==> src/rtl/op_issue_queue_if.sv <==
// Handshake and datapath bundle between the issue queue and its neighbours.
// The slave modport is the queue side; master is the requester/datapath side.
interface op_issue_queue_if #(
    parameter int DEPTH = 4,
    parameter int TAGW  = 4
);
    localparam int CW = $clog2(DEPTH) + 1;

    logic            in_valid;
    logic            in_ready;
    logic [2:0]      in_op;
    logic [3:0]      in_a;
    logic [3:0]      in_b;
    logic [TAGW-1:0] in_tag;
    logic            issue_en;
    logic            flush;
    logic [7:0]      func_code;
    logic [3:0]      a_out;
    logic [3:0]      b_out;
    logic            parity_in;
    logic            res_valid;
    logic [TAGW-1:0] res_tag;
    logic            res_parity;
    logic [CW-1:0]   count;

    modport slave (
        input  in_valid, in_op, in_a, in_b, in_tag, issue_en, flush, parity_in,
        output in_ready, func_code, a_out, b_out, res_valid, res_tag, res_parity, count
    );

    modport master (
        output in_valid, in_op, in_a, in_b, in_tag, issue_en, flush, parity_in,
        input  in_ready, func_code, a_out, b_out, res_valid, res_tag, res_parity, count
    );
endinterface

==> src/rtl/op_issue_queue.sv <==
// Issue queue for the 2-stage ALU/parity datapath: buffers requests in a
// small FIFO, issues one per cycle as a one-hot function code, and tracks
// the datapath latency so the returning parity can be paired with its tag.
module op_issue_queue #(
    parameter int DEPTH = 4,
    parameter int LAT   = 2,
    parameter int TAGW  = 4
) (
    input  logic                clk,
    input  logic                rst_n,
    op_issue_queue_if.slave     bus
);
    localparam int PW = $clog2(DEPTH);
    localparam int CW = PW + 1;

    logic [2:0]      r_memOp  [DEPTH];
    logic [3:0]      r_memA   [DEPTH];
    logic [3:0]      r_memB   [DEPTH];
    logic [TAGW-1:0] r_memTag [DEPTH];

    logic [PW-1:0]   r_wrPtr;
    logic [PW-1:0]   r_rdPtr;
    logic [CW-1:0]   r_count;

    logic [7:0]      r_funcCode;
    logic [3:0]      r_aOut;
    logic [3:0]      r_bOut;

    // r_issVld/r_issTag mark the issue register itself; r_vld/r_tag then
    // follow the request through the LAT datapath stages.
    logic            r_issVld;
    logic [TAGW-1:0] r_issTag;
    logic [LAT-1:0]  r_vld;
    logic [TAGW-1:0] r_tag [LAT];

    logic            w_full;
    logic            w_push;
    logic            w_pop;

    // Flush overrides both push and pop; an empty queue never pops, so a
    // new entry issues at the earliest on the edge after it was written.
    always_comb begin
        w_full = (r_count == CW'(DEPTH));
        w_push = bus.in_valid && !w_full && !bus.flush;
        w_pop  = (r_count != '0) && bus.issue_en && !bus.flush;
    end

    // Entry storage needs no reset; only entries covered by count are read.
    always_ff @(posedge clk) begin
        if (w_push) begin
            r_memOp[r_wrPtr]  <= bus.in_op;
            r_memA[r_wrPtr]   <= bus.in_a;
            r_memB[r_wrPtr]   <= bus.in_b;
            r_memTag[r_wrPtr] <= bus.in_tag;
        end
    end

    // Pointer and occupancy bookkeeping; pointers wrap naturally at DEPTH.
    always_ff @(posedge clk or negedge rst_n) begin
        if (!rst_n) begin
            r_wrPtr <= '0;
            r_rdPtr <= '0;
            r_count <= '0;
        end else if (bus.flush) begin
            r_wrPtr <= '0;
            r_rdPtr <= '0;
            r_count <= '0;
        end else begin
            if (w_push) begin
                r_wrPtr <= r_wrPtr + 1'b1;
            end
            if (w_pop) begin
                r_rdPtr <= r_rdPtr + 1'b1;
            end
            if (w_push && !w_pop) begin
                r_count <= r_count + 1'b1;
            end else if (w_pop && !w_push) begin
                r_count <= r_count - 1'b1;
            end
        end
    end

    // Issue register holds its last code when idle so the datapath never sees 8'h00.
    always_ff @(posedge clk or negedge rst_n) begin
        if (!rst_n) begin
            r_funcCode <= 8'h80;
            r_aOut     <= '0;
            r_bOut     <= '0;
        end else if (w_pop) begin
            r_funcCode <= 8'h80 >> r_memOp[r_rdPtr];
            r_aOut     <= r_memA[r_rdPtr];
            r_bOut     <= r_memB[r_rdPtr];
        end
    end

    // Valid/tag pipe shifts every edge regardless of issue_en; flush kills it.
    always_ff @(posedge clk or negedge rst_n) begin
        if (!rst_n) begin
            r_issVld <= 1'b0;
            r_issTag <= '0;
            r_vld    <= '0;
            for (int i = 0; i < LAT; i++) begin
                r_tag[i] <= '0;
            end
        end else if (bus.flush) begin
            r_issVld <= 1'b0;
            r_vld    <= '0;
        end else begin
            r_issVld <= w_pop;
            r_issTag <= r_memTag[r_rdPtr];
            r_vld[0] <= r_issVld;
            r_tag[0] <= r_issTag;
            for (int i = 1; i < LAT; i++) begin
                r_vld[i] <= r_vld[i-1];
                r_tag[i] <= r_tag[i-1];
            end
        end
    end

    assign bus.in_ready   = !w_full;
    assign bus.count      = r_count;
    assign bus.func_code  = r_funcCode;
    assign bus.a_out      = r_aOut;
    assign bus.b_out      = r_bOut;
    assign bus.res_valid  = r_vld[LAT-1];
    assign bus.res_tag    = r_tag[LAT-1];
    assign bus.res_parity = bus.parity_in && r_vld[LAT-1];

endmodule

==> src/flat_wrapper.sv <==
// flat-port wrapper written by rule: the top's interface ports become plain ports
module op_issue_queue_flat 
#(
    parameter int DEPTH = 4,
    parameter int LAT   = 2,
    parameter int TAGW  = 4
)
  (clk, rst_n, bus_in_valid, bus_in_op, bus_in_a, bus_in_b, bus_in_tag, bus_issue_en, bus_flush, bus_parity_in, bus_in_ready, bus_func_code, bus_a_out, bus_b_out, bus_res_valid, bus_res_tag, bus_res_parity, bus_count);
  op_issue_queue_if #(.DEPTH(DEPTH), .TAGW(TAGW)) bus_i ();
  input  logic clk;
  input  logic rst_n;
  input wire logic [$bits(bus_i.in_valid)-1:0] bus_in_valid;
  input wire logic [$bits(bus_i.in_op)-1:0] bus_in_op;
  input wire logic [$bits(bus_i.in_a)-1:0] bus_in_a;
  input wire logic [$bits(bus_i.in_b)-1:0] bus_in_b;
  input wire logic [$bits(bus_i.in_tag)-1:0] bus_in_tag;
  input wire logic [$bits(bus_i.issue_en)-1:0] bus_issue_en;
  input wire logic [$bits(bus_i.flush)-1:0] bus_flush;
  input wire logic [$bits(bus_i.parity_in)-1:0] bus_parity_in;
  output wire logic [$bits(bus_i.in_ready)-1:0] bus_in_ready;
  output wire logic [$bits(bus_i.func_code)-1:0] bus_func_code;
  output wire logic [$bits(bus_i.a_out)-1:0] bus_a_out;
  output wire logic [$bits(bus_i.b_out)-1:0] bus_b_out;
  output wire logic [$bits(bus_i.res_valid)-1:0] bus_res_valid;
  output wire logic [$bits(bus_i.res_tag)-1:0] bus_res_tag;
  output wire logic [$bits(bus_i.res_parity)-1:0] bus_res_parity;
  output wire logic [$bits(bus_i.count)-1:0] bus_count;
  assign bus_i.in_valid = bus_in_valid;
  assign bus_i.in_op = bus_in_op;
  assign bus_i.in_a = bus_in_a;
  assign bus_i.in_b = bus_in_b;
  assign bus_i.in_tag = bus_in_tag;
  assign bus_i.issue_en = bus_issue_en;
  assign bus_i.flush = bus_flush;
  assign bus_i.parity_in = bus_parity_in;
  assign bus_in_ready = bus_i.in_ready;
  assign bus_func_code = bus_i.func_code;
  assign bus_a_out = bus_i.a_out;
  assign bus_b_out = bus_i.b_out;
  assign bus_res_valid = bus_i.res_valid;
  assign bus_res_tag = bus_i.res_tag;
  assign bus_res_parity = bus_i.res_parity;
  assign bus_count = bus_i.count;
  op_issue_queue #(.DEPTH(DEPTH), .LAT(LAT), .TAGW(TAGW)) u_core (.clk(clk), .rst_n(rst_n), .bus(bus_i));
endmodule
==> config.mk <==
export PLATFORM = sky130hd
export DESIGN_NAME = op_issue_queue_flat
export DESIGN_NICKNAME = d
export VERILOG_FILES = /design/src/rtl/op_issue_queue_if.sv /design/src/rtl/op_issue_queue.sv /design/src/flat_wrapper.sv
export SDC_FILE = /design/constraint.sdc
export NUM_CORES = 1
export LEC_CHECK = 0
export ABC_AREA = 1
export BUFFER_PORTS_ARGS = -buffer_cell sky130_fd_sc_hd__buf_2
export CAP_MARGIN = 10
export CORE_ASPECT_RATIO = 0.75
export CORE_MARGIN = 5
export CORE_UTILIZATION = 43
export CTS_CLUSTER_SIZE = 30
export DETAILED_ROUTE_END_ITERATION = 16
export GPL_TIMING_DRIVEN = 0
export PLACE_DENSITY = 0.74
export SLEW_MARGIN = 20
export SYNTH_ARGS = -nofsm -noshare
export SYNTH_HDL_FRONTEND = slang
export SYNTH_SLANG_ARGS = --single-unit
export TNS_END_PERCENT = 10
==> constraint.sdc <==
create_clock -name clk -period 2.6 [get_ports clk]
set_clock_uncertainty 0.1 [all_clocks]
set_input_delay 0.26 -clock clk [delete_from_list [all_inputs] [get_ports clk]]
set_output_delay 0.26 -clock clk [all_outputs]
set_load 0.05 [all_outputs]
==> out/results.ini, run 1 <==
[status]
status=complete, no violations

[grt]
grt_util_all_layers_pct=14.70
grt_overflow=0
grt_max_degree=39
grt_pass1_wl_um=12650
antenna_found_initial=0
grt_pass1_vias=2572

[yosys]
synthAdderAreaFrac_pct=1.785
async_flop_share_pct=38.78
synth_area_um2=3925
synth_cells=334
synth.yosys.seq_area_share_pct=70.16
synth.area.mux_share_pct=0
synthSimpleGateAreaFrac_pct=13.10
synth_xor_area_share_pct=0
syn-num-nets=360
netlist-cell-type-count=29
avgSynthCellArea_um2=11.75
synth_edf_count=60
synth-compound-area-share_pct=10.20
yosys_most_used_dff=edfxtp_1
yosys_warnings=0
synth_top_family_by_area=simple AND/OR/NAND/NOR gates
ys_ff_latch=98

[setup_path]
path_max_fanout=15
crit_chain=nand2_1 > nand2_1 > nor2_1 > inv_1 > nor2_2
cp_slowest_cell=nor2_2
crit_path_frequent_cell=nand2_1
cp-end-kind=flip-flop
arrival_ps=2110
slowest_delay_ps=700
cp-start-kind=flip-flop
path_class=reg2reg
cp.required_ps=2460

[clocking]
post_cts_buffers=0
clk_latency_ps=340
cts_root_buf=clkbuf_16
ctsResizeCount=0
h-tree-depth=3
numCtsBuffers=9
clkTransAtPathRegs_ps=70
clock_path_buffers=2
cts_tree=done
cts.sinks=98

[sta]
worstMarginPinSlew_ps=882.6
fin_setup_tns_ps=0
finalSetupViolations=0
rsz0062_at_grt=no
fin_crit_sh_pct=86.62
clock.fmax_ghz=0.4440
final_hold_viol_count=0
timing.slew.headroom_pct=41.10
drv_slew=0
hold_slack_ps=36.49
finalCriticalPeriod_ps=2252

[cells_and_area]
finalNetCount=417
diodes=0
fin_cells=508
final_area_um2=4597
syn_to_final_growth_pct=17.12
drive_above_1_share_pct=23.23

[floorplanning]
die-width_um=120.3
die_area_um2=11160
die_h_um=92.74
rows=30
start_util_pct=43.75
core_area_um2=8971
io_pins=47

[drt]
viasPerCell=5.031
vias=2556
ant_nets=0
avgRoutedWirePerCell_um=14.75
wirelength_um=7492
initialDrtViolationCount=148
drcViolationCount=0
dr.pass1.iters=6

[power_and_ir_drop]
power_density_nw_per_um2=1056
leakage_nw=1.977
max-vdd-ir-drop_mv=0.3884
finalPower_mw=4.856

[placement]
placed_cells=491
io_buffers=45
place_area_um2=4300
finalWeightedCongestion=0.7905
dpl.hpwl_um=5174

[min_path]
hold_class=in2reg

[flow_run]
max_cap_viol_count=0

[through the flow]
step / utilization [%] / worst slack [ps]
final: 51.24 / 347.8
after global routing: 51.24 / 196.3
after CTS: 51.24 / 316.6
after detailed placement: 47.94 / 331.6
after global placement: 47.82 / 70.96
after floorplan: - / -150.6
[final timing paths]
kind | slack (ps) | cells past startpoint | end | from
max | 350 | 5 | u_core.r_memB[3][0] | u_core.bus.count[2]
min | 40 | 1 | u_core.r_memOp[2][1] | bus_in_op[1]
max reg2reg | 350 | 5 | u_core.r_memB[3][0] | u_core.bus.count[2]
min reg2reg | 350 | 2 | u_core.r_vld[1] | u_core.r_vld[0]
max in group asynchronous | 1430 | 2 | u_core.bus.b_out[0] | rst_n
min in group asynchronous | 460 | 2 | u_core.r_vld[1] | rst_n
[cell usage after synthesis (4+ instances only)]
library cell | count | area [um2]
o22ai_1 | 13 | 81.33
nand2_1 | 76 | 285.3
nand3_1 | 10 | 50.05
edfxtp_1 | 60 | 1802
o21ai_0 | 36 | 180.2
ha_1 | 4 | 50.05
clkbuf_1 | 4 | 15.01
buf_4 | 4 | 30.03
a22o_2 | 6 | 60.06
dfrtp_1 | 37 | 925.9
a21oi_1 | 5 | 25.02
inv_1 | 21 | 78.83
nor2_1 | 32 | 120.1
buf_2 | 7 | 35.03
[per-layer routing]
metal	up-vias	track usage, %	share of wire [%]
met4	0	3.962	0.83
met3	6	5.128	8.8
met5	-	0	0
met1	1214	18.95	44
met2	81	23.80	46
li1	1255	-	-
[worst max-delay path: cells and delay by family, from the launching register on]
kind	cells	cell delay, ps
flip-flops	1	450
buffers and inverters	1	160
AND/OR/NAND/NOR	4	1160
[cells in the final DEF, fill, tap and decap left out, drive strengths merged]
cell type / count
o22ai: 13
a21oi: 7
inv: 24
dlygate4sd3: 1
bufinv: 1
ha: 4
dfrtp: 37
clkinv: 3
o21ai: 36
nor2: 34
nand2: 77
buf: 57
edfxtp: 60
a21boi: 1
nand3b: 1
nand4: 2
clkinvlp: 1
a22o: 8
nand3: 11
fa: 1
clkbuf: 16
dfstp: 1
[power by group]
part           switching (mW)  internal [mW]
registers               0.130           1.91
clock network           0.526          0.743
logic                    1.13          0.418
total                    1.78           3.07
[registers in the layout, summed over array words and instances, names as in the netlist, 8 cells and up]
| name | flops |
|---|---|
| u_core.r_memB | 16 |
| u_core.r_memA | 16 |
| u_core.bus.func_code | 8 |
| u_core.r_memTag | 16 |
| u_core.r_memOp | 12 |
[cells by family (layout without fill, tap and decap cells)]
family / after synthesis / count (layout)
AO/OA/AOI/OAI: 65 / 65
buffers and inverters: 41 / 103
AND/OR/NAND/NOR: 125 / 125
flip-flops: 98 / 98
adder cells (fa/ha/maj): 5 / 5
[final cells by class]
class | count | area [um2]
inverters | 24 | 90.09
well taps | 112 | 140.1
plain buffers | 17 | 96.34
fillers | 752 | 4374
multi-input cells | 195 | 994.7
clock inverters | 5 | 53.80
repair buffers | 46 | 235.2
flip-flops and latches | 98 | 2754
clock buffers | 11 | 232.7
[repair_timing]
| item | in CTS | in global routing |
|---|---|---|
| endpoints found under the hold margin | 37 | 0 |
| hold buffers | 1 | 0 |
| endpoints found under the setup margin | 0 | 0 |
(Power assumes the default switching activity.)
==> inputs of run 2 (changes only) <==
ABC_AREA = default   (was 1)
CTS_CLUSTER_SIZE = default   (was 30)
==> run 2 against run 1 <==
Routed wire length decreased by 2.5%. Power up 1.2%. Combinational power grew 8%. Critical endpoint is now u_core.bus.count[1].
==> out/results.ini, run 2 <==
[status]
status=complete, no violations

[grt]
grt_pass1_vias=2218  ; -14%
grt_util_all_layers_pct=14.02  ; -0.68 points
grt_pass1_wl_um=11720  ; -7.4%
antenna_found_initial=0  ; unchanged
grt_max_degree=39  ; unchanged
grt_overflow=0  ; unchanged

[setup_path]
path_class=reg2reg
slowest_delay_ps=490  ; -210 ps
cp.required_ps=2740  ; +280 ps
arrival_ps=2620  ; +510 ps
cp_slowest_cell=fa_2
critPathBufInv=0  ; -1
path_max_fanout=6  ; -9
crit_chain=or3b_4 > nand2_4 > nor2_2 > and2_4 > fa_2 > a311oi_2 > o21ai_1 > a221oi_2
cp_top_family=simple AND/OR/NAND/NOR gates
cp-start-kind=flip-flop
cp-end-kind=flip-flop

[drt]
wirelength_um=7306  ; -2.5%
initialDrtViolationCount=126  ; -15%
vias=2171  ; -15%
drcViolationCount=0  ; unchanged
avgRoutedWirePerCell_um=17.03  ; +15%
ant_nets=0  ; unchanged
viasPerCell=5.061  ; +0.58%
dr.pass1.iters=4  ; -2

[sta]
final_hold_viol_count=0  ; unchanged
hold_slack_ps=33.75  ; -2.746 ps
timing.slew.headroom_pct=38.35  ; -2.7 points
fin_setup_tns_ps=0  ; unchanged
finalSetupViolations=0  ; unchanged
rsz0062_at_grt=no
drv_slew=0  ; unchanged
finalCriticalPeriod_ps=2476  ; +223.9 ps
worstMarginPinSlew_ps=924.8  ; +42.19 ps
clock.fmax_ghz=0.4039  ; -9.0%
fin_crit_sh_pct=95.23  ; +8.6 points

[cells_and_area]
syn_to_final_growth_pct=19.76
layout_commonest_cell=edfxtp_1
final_cell_mix=60 x edfxtp_1, 48 x buf_2, 34 x dfrtp_1
diodes=0  ; unchanged
drive_above_1_share_pct=40.06  ; +17 points
finalNetCount=338  ; -19%
reg_top3=u_core.r_memA x16, u_core.r_memB x16, u_core.r_memTag x16
fill_cells=757  ; +0.66%
utilization_pct=52.53  ; +1.3 points

[clocking]
clock_path_buffers=2  ; unchanged
cts_tree=done
clk_latency_ps=340  ; about the same
cts.sinks=98  ; unchanged
clkTransAtPathRegs_ps=70  ; about the same
h-tree-depth=3  ; unchanged
cts_root_buf=clkbuf_16
numCtsBuffers=9  ; unchanged

[min_path]
hold_class=in2reg

[floorplanning]
die_h_um=93.02  ; +0.30%
core_area_um2=9009  ; +0.42%
die_area_um2=11230  ; +0.60%
io_pins=47  ; unchanged
die-width_um=120.7  ; +0.31%
start_util_pct=43.86  ; +0.11 points
rows=30  ; unchanged

[power_and_ir_drop]
leakage_nw=1.894  ; -4.2%
power_density_nw_per_um2=1039  ; -1.7%
max-vdd-ir-drop_mv=0.4472  ; +15%
finalPower_mw=4.915  ; +1.2%

[placement]
io_buffers=46  ; +2.2%
dpl.hpwl_um=4670  ; -9.7%
finalWeightedCongestion=0.8071  ; +2.1%

[yosys]
synth_most_common_cell=edfxtp_1
avgSynthCellArea_um2=16.33  ; +39%
synthTopCellsByArea=edfxtp_1 46%, dfrtp_1 23%, mux4_2 6.8%
yosys_most_used_dff=edfxtp_1
syn-num-nets=268  ; -26%
synth.yosys.seq_area_share_pct=69.70  ; -0.47 points
yosys_warnings=0  ; unchanged
synth_area_leader_cell=edfxtp_1
synth_top_cell_area_share_pct=45.60  ; -0.31 points
synth_area_um2=3951  ; +0.67%
async_flop_share_pct=38.78  ; unchanged
synth_edf_count=60  ; unchanged
ys_ff_latch=98  ; unchanged
synthTopCellsByCount=60 x edfxtp_1, 37 x dfrtp_1, 35 x nand2_1
netlist-cell-type-count=42  ; +45%
synth_cells=242  ; -28%

[flow_run]
max_cap_viol_count=0  ; unchanged

[run 2: cell types whose count changed in the layout (fill, tap and decap cells not counted), sizes merged, moves of 6 or more]
cell | before | now
mux2 | 0 | 12
nor2 | 34 | 11
nand2 | 77 | 35
inv | 24 | 8
mux4 | 0 | 15
o22ai | 13 | 1
and2 | 0 | 6
o21ai | 36 | 6
buf | 57 | 71
nand3 | 11 | 2
a21oi | 7 | 1
a22o | 8 | 1
[run 2: repair_timing]
item                                   in CTS  in global routing
setup buffers                               0                 13
endpoints found under the hold margin      37                  0
setup endpoints to repair                   0                  2
gates resized for setup                     0                  4
hold buffers                                1                  0
[run 2: per-layer routing]
metal / wire length [um] / global-route usage [%] / vias to the layer above
met5: 0 / 0 / -
met4: 94 / 5.094 / 0
met3: 377 / 4.716 / 10
met2: 3609 / 22.32 / 60
met1: 3225 / 18.05 / 1082
li1: - / - / 1019
[run 2: logic make-up after synthesis]
| group | Yosys count | share of synthesized area, % |
|---|---|---|
| flops | 98 | 69.70 |
| simple gates | 62 | 7.220 |
| mux | 29 | 12.76 |
| buf+inv | 23 | 3.261 |
| compound gates | 20 | 4.180 |
| xor+xnor | 5 | 1.108 |
| fa+ha+maj | 5 | 1.773 |
[run 2: final timing paths]
check                                         start                  end  slack, ps  depth (start not counted)
min in group asynchronous                     rst_n  u_core.bus.a_out[3]        500                          2
worst max-delay path            u_core.bus.count[1]  u_core.bus.count[1]        120                          8
max in group asynchronous                     rst_n  u_core.bus.count[2]       1270                          2
worst min-delay path                    bus_in_b[2]  u_core.r_memB[1][2]         30                          1
worst max register to register  u_core.bus.count[1]  u_core.bus.count[1]        120                          8
worst min register to register      u_core.r_issVld      u_core.r_vld[0]        360                          1
[run 2: where the power goes]
part	switching (mW)	internal, mW
clock network	0.535	0.647
logic	1.07	0.610
registers	0.127	1.93
total	1.73	3.19
[run 2: stage by stage]
step	worst slack [ps]	instance area, um2	cells
3_3_place_gp	86.77	4355	400
6_report	123.9	4732	429
5_1_grt	5.995	4732	429
3_5_place_dp	133.2	4355	400
2_1_floorplan	0.5915	3985	242
4_1_cts	60.35	4629	417
[run 2: cell type report]
type                            instances  area (um2)  area share (%)
Buffer                                 15       103.9           2.195
Clock buffer                           11       232.7           4.918
Inverter                                7       26.28          0.5553
Clock inverter                          5       31.28          0.6610
Sequential cell                        98        2758           58.28
Tap cell                              112       140.1           2.961
Timing Repair Buffer                   60       337.8           7.139
Multi-Input combinational cell        121        1102           23.29
==> inputs of run 3 (changes only) <==
GPL_ROUTABILITY_DRIVEN = 0   (was default)
clock period = 2.47 ns   (was 2.6 ns; I/O delays follow)
==> run 3 against run 2 <==
Register-to-register slack got worse by 110 ps. Maximum frequency increased by 0.87%. Global-route usage decreased by 0.085 points. Cell count decreased by 2.8%. Critical path type unchanged. Critical endpoint unchanged. Largest cell class unchanged. Largest power group unchanged. Highest routed layer unchanged.
==> out/results.ini, run 3 (synthesized netlist as in run 2, its figures left out) <==
[sta]
clock.fmax_ghz=0.4074  ; +0.87%
worstMarginPinSlew_ps=907.3  ; -17.52 ps
drv_slew=0  ; unchanged
rsz0062_at_grt=yes
fin_setup_tns_ps=0  ; unchanged
fin_ws_ps=15.26  ; -108.7 ps
finalSetupViolations=0  ; unchanged
finalCriticalPeriod_ps=2455  ; -21.32 ps
fin_crit_sh_pct=99.38  ; +4.1 points
hold_slack_ps=28.03  ; -5.721 ps
timing.slew.headroom_pct=39.51  ; +1.2 points
final_hold_viol_count=0  ; unchanged

[grt]
grt_max_degree=39  ; unchanged
grt_pass1_vias=2277  ; +2.7%
grt_util_all_layers_pct=13.94  ; -0.085 points
antenna_found_initial=0  ; unchanged
grt_pass1_wl_um=11710  ; -0.12%
grt_overflow=0  ; unchanged

[drt]
ant_nets=0  ; unchanged
dr.pass1.iters=4  ; unchanged
vias=2131  ; -1.8%
wirelength_um=7162  ; -2.0%
drcViolationCount=0  ; unchanged
avgRoutedWirePerCell_um=17.18  ; +0.85%
initialDrtViolationCount=125  ; -0.79%
viasPerCell=5.110  ; +0.98%

[clocking]
numCtsBuffers=9  ; unchanged
cts_tree=done
clock_path_buffers=2  ; unchanged
clk_latency_ps=340  ; about the same
clkTransAtPathRegs_ps=60  ; about the same
cts.sinks=98  ; unchanged
h-tree-depth=3  ; unchanged
cts_root_buf=clkbuf_16

[floorplanning]
rows=30  ; unchanged
start_util_pct=43.86  ; unchanged
io_pins=47  ; unchanged
core_area_um2=9009  ; unchanged
die_area_um2=11230  ; unchanged
die_h_um=93.02  ; unchanged
die-width_um=120.7  ; unchanged

[setup_path]
crit_chain=buf_6 > or3b_4 > nand2_4 > nor2_4 > and2_4 > fa_2 > a311oi_1 > o21ai_1 > a221oi_2
reg2reg_slack_ps=20  ; -110 ps
slowest_delay_ps=430  ; -60 ps
rr_worst_depth=9  ; +1
critPathBufInv=1  ; +1
path_class=reg2reg
path_max_fanout=9  ; +3
arrival_ps=2590  ; -30 ps
cp_top_family=simple AND/OR/NAND/NOR gates
cp-end-kind=flip-flop
timing.rr.end=u_core.bus.count[1]
cp-start-kind=flip-flop
cp_slowest_cell=fa_2
r2r_start=u_core.bus.count[0]
cp.required_ps=2600  ; -140 ps

[placement]
dp_slack_ps=-90.35  ; -223.6 ps
io_buffers=46  ; unchanged
dpl.hpwl_um=4772  ; +2.2%
place_area_um2=4363  ; +0.17%
placed_cells=400  ; unchanged

[cells_and_area]
fin_cells=417  ; -2.8%
final_cell_mix=60 x edfxtp_1, 48 x buf_2, 34 x dfrtp_1
finalNetCount=326  ; -3.6%
diodes=0  ; unchanged
drive_above_1_share_pct=38.03  ; -2.0 points
final_area_um2=4695  ; -0.79%
layout_commonest_cell=edfxtp_1
utilization_pct=52.11  ; -0.42 points
syn_to_final_growth_pct=18.81
reg_top3=u_core.r_memA x16, u_core.r_memB x16, u_core.r_memTag x16

[power_and_ir_drop]
power_density_nw_per_um2=1125  ; +8.3%
power_frac_seq_pct=41.0  ; -0.8 points
max-vdd-ir-drop_mv=0.5208  ; +16%
swShare_pct=34.03  ; -1.1 points
combPwrFrac_pct=31.8  ; -2.3 points
p_sw_mw=1.797  ; +4.0%
internal-power_mw=3.483  ; +9.3%
finalPower_mw=5.280  ; +7.4%
leakage_nw=1.860  ; -1.8%
p_clk_share_pct=27.2  ; +3.2 points

[min_path]
min_from=bus_in_a[3]
hold_depth=1  ; unchanged
hold_end=u_core.r_memA[3][3]
hold_class=in2reg

[status]
status=complete, no violations

[flow_run]
max_cap_viol_count=0  ; unchanged

run 3: repair_timing:
action                                 CTS  global route
resized for setup                        3             0
cloned                                   0             0
endpoints found under the hold margin   37             0
setup endpoints to repair                2             2
hold buffers                             1             0
setup buffers                            0             0
pin swaps                                0             1
run 3: area by class of cell:
class                           count  area [um2]
Clock buffer                        9       225.2
Buffer                             16       115.1
Sequential cell                    98        2758
Fill cell                         784        4314
Inverter                            7       26.28
Timing Repair Buffer               47       240.2
Multi-Input combinational cell    121        1106
Clock inverter                      7       83.83
Tap cell                          112       140.1
run 3: power groups by stage:
| stage | sequential (mW) | combinational [mW] | clock (mW) |
|---|---|---|---|
| after floorplan | 2.65 | 0.852 | 0 |
| after global placement | 2.19 | 1.65 | 0 |
| after detailed placement | 2.20 | 1.68 | 0 |
| after CTS | 2.17 | 1.71 | 1.47 |
| after global routing | 2.20 | 1.80 | 1.53 |
| final | 2.16 | 1.68 | 1.44 |
run 3: worst max-delay path by stage:
| stage | from | endpoint | cells after the start |
|---|---|---|---|
| floorplan | u_core.bus.count[2] | u_core.bus.count[2] | 10 |
| global placement | u_core.bus.count[0] | u_core.bus.count[2] | 10 |
| detailed placement | u_core.bus.count[0] | u_core.bus.count[2] | 10 |
| CTS | u_core.bus.count[0] | u_core.bus.count[2] | 10 |
| global route | u_core.bus.count[0] | u_core.bus.count[1] | 9 |
| finish | u_core.bus.count[0] | u_core.bus.count[1] | 9 |
run 3: worst register-to-register path, cell delays in order, from the launching register on:
cell and delay (ps):
dfrtp_2 400, buf_6 140, or3b_4 420, nand2_4 100
nor2_4 50, and2_4 140, fa_2 430, a311oi_1 210
o21ai_1 110, a221oi_2 260
run 3: layer usage:
| layer | wire length, um | vias up | track usage (%) |
|---|---|---|---|
| met3 | 389 | 8 | 5.139 |
| met4 | 79 | 0 | 3.679 |
| met1 | 3228 | 1071 | 17.96 |
| met5 | 0 | - | 0 |
| met2 | 3465 | 51 | 22.50 |
| li1 | - | 1001 | - |
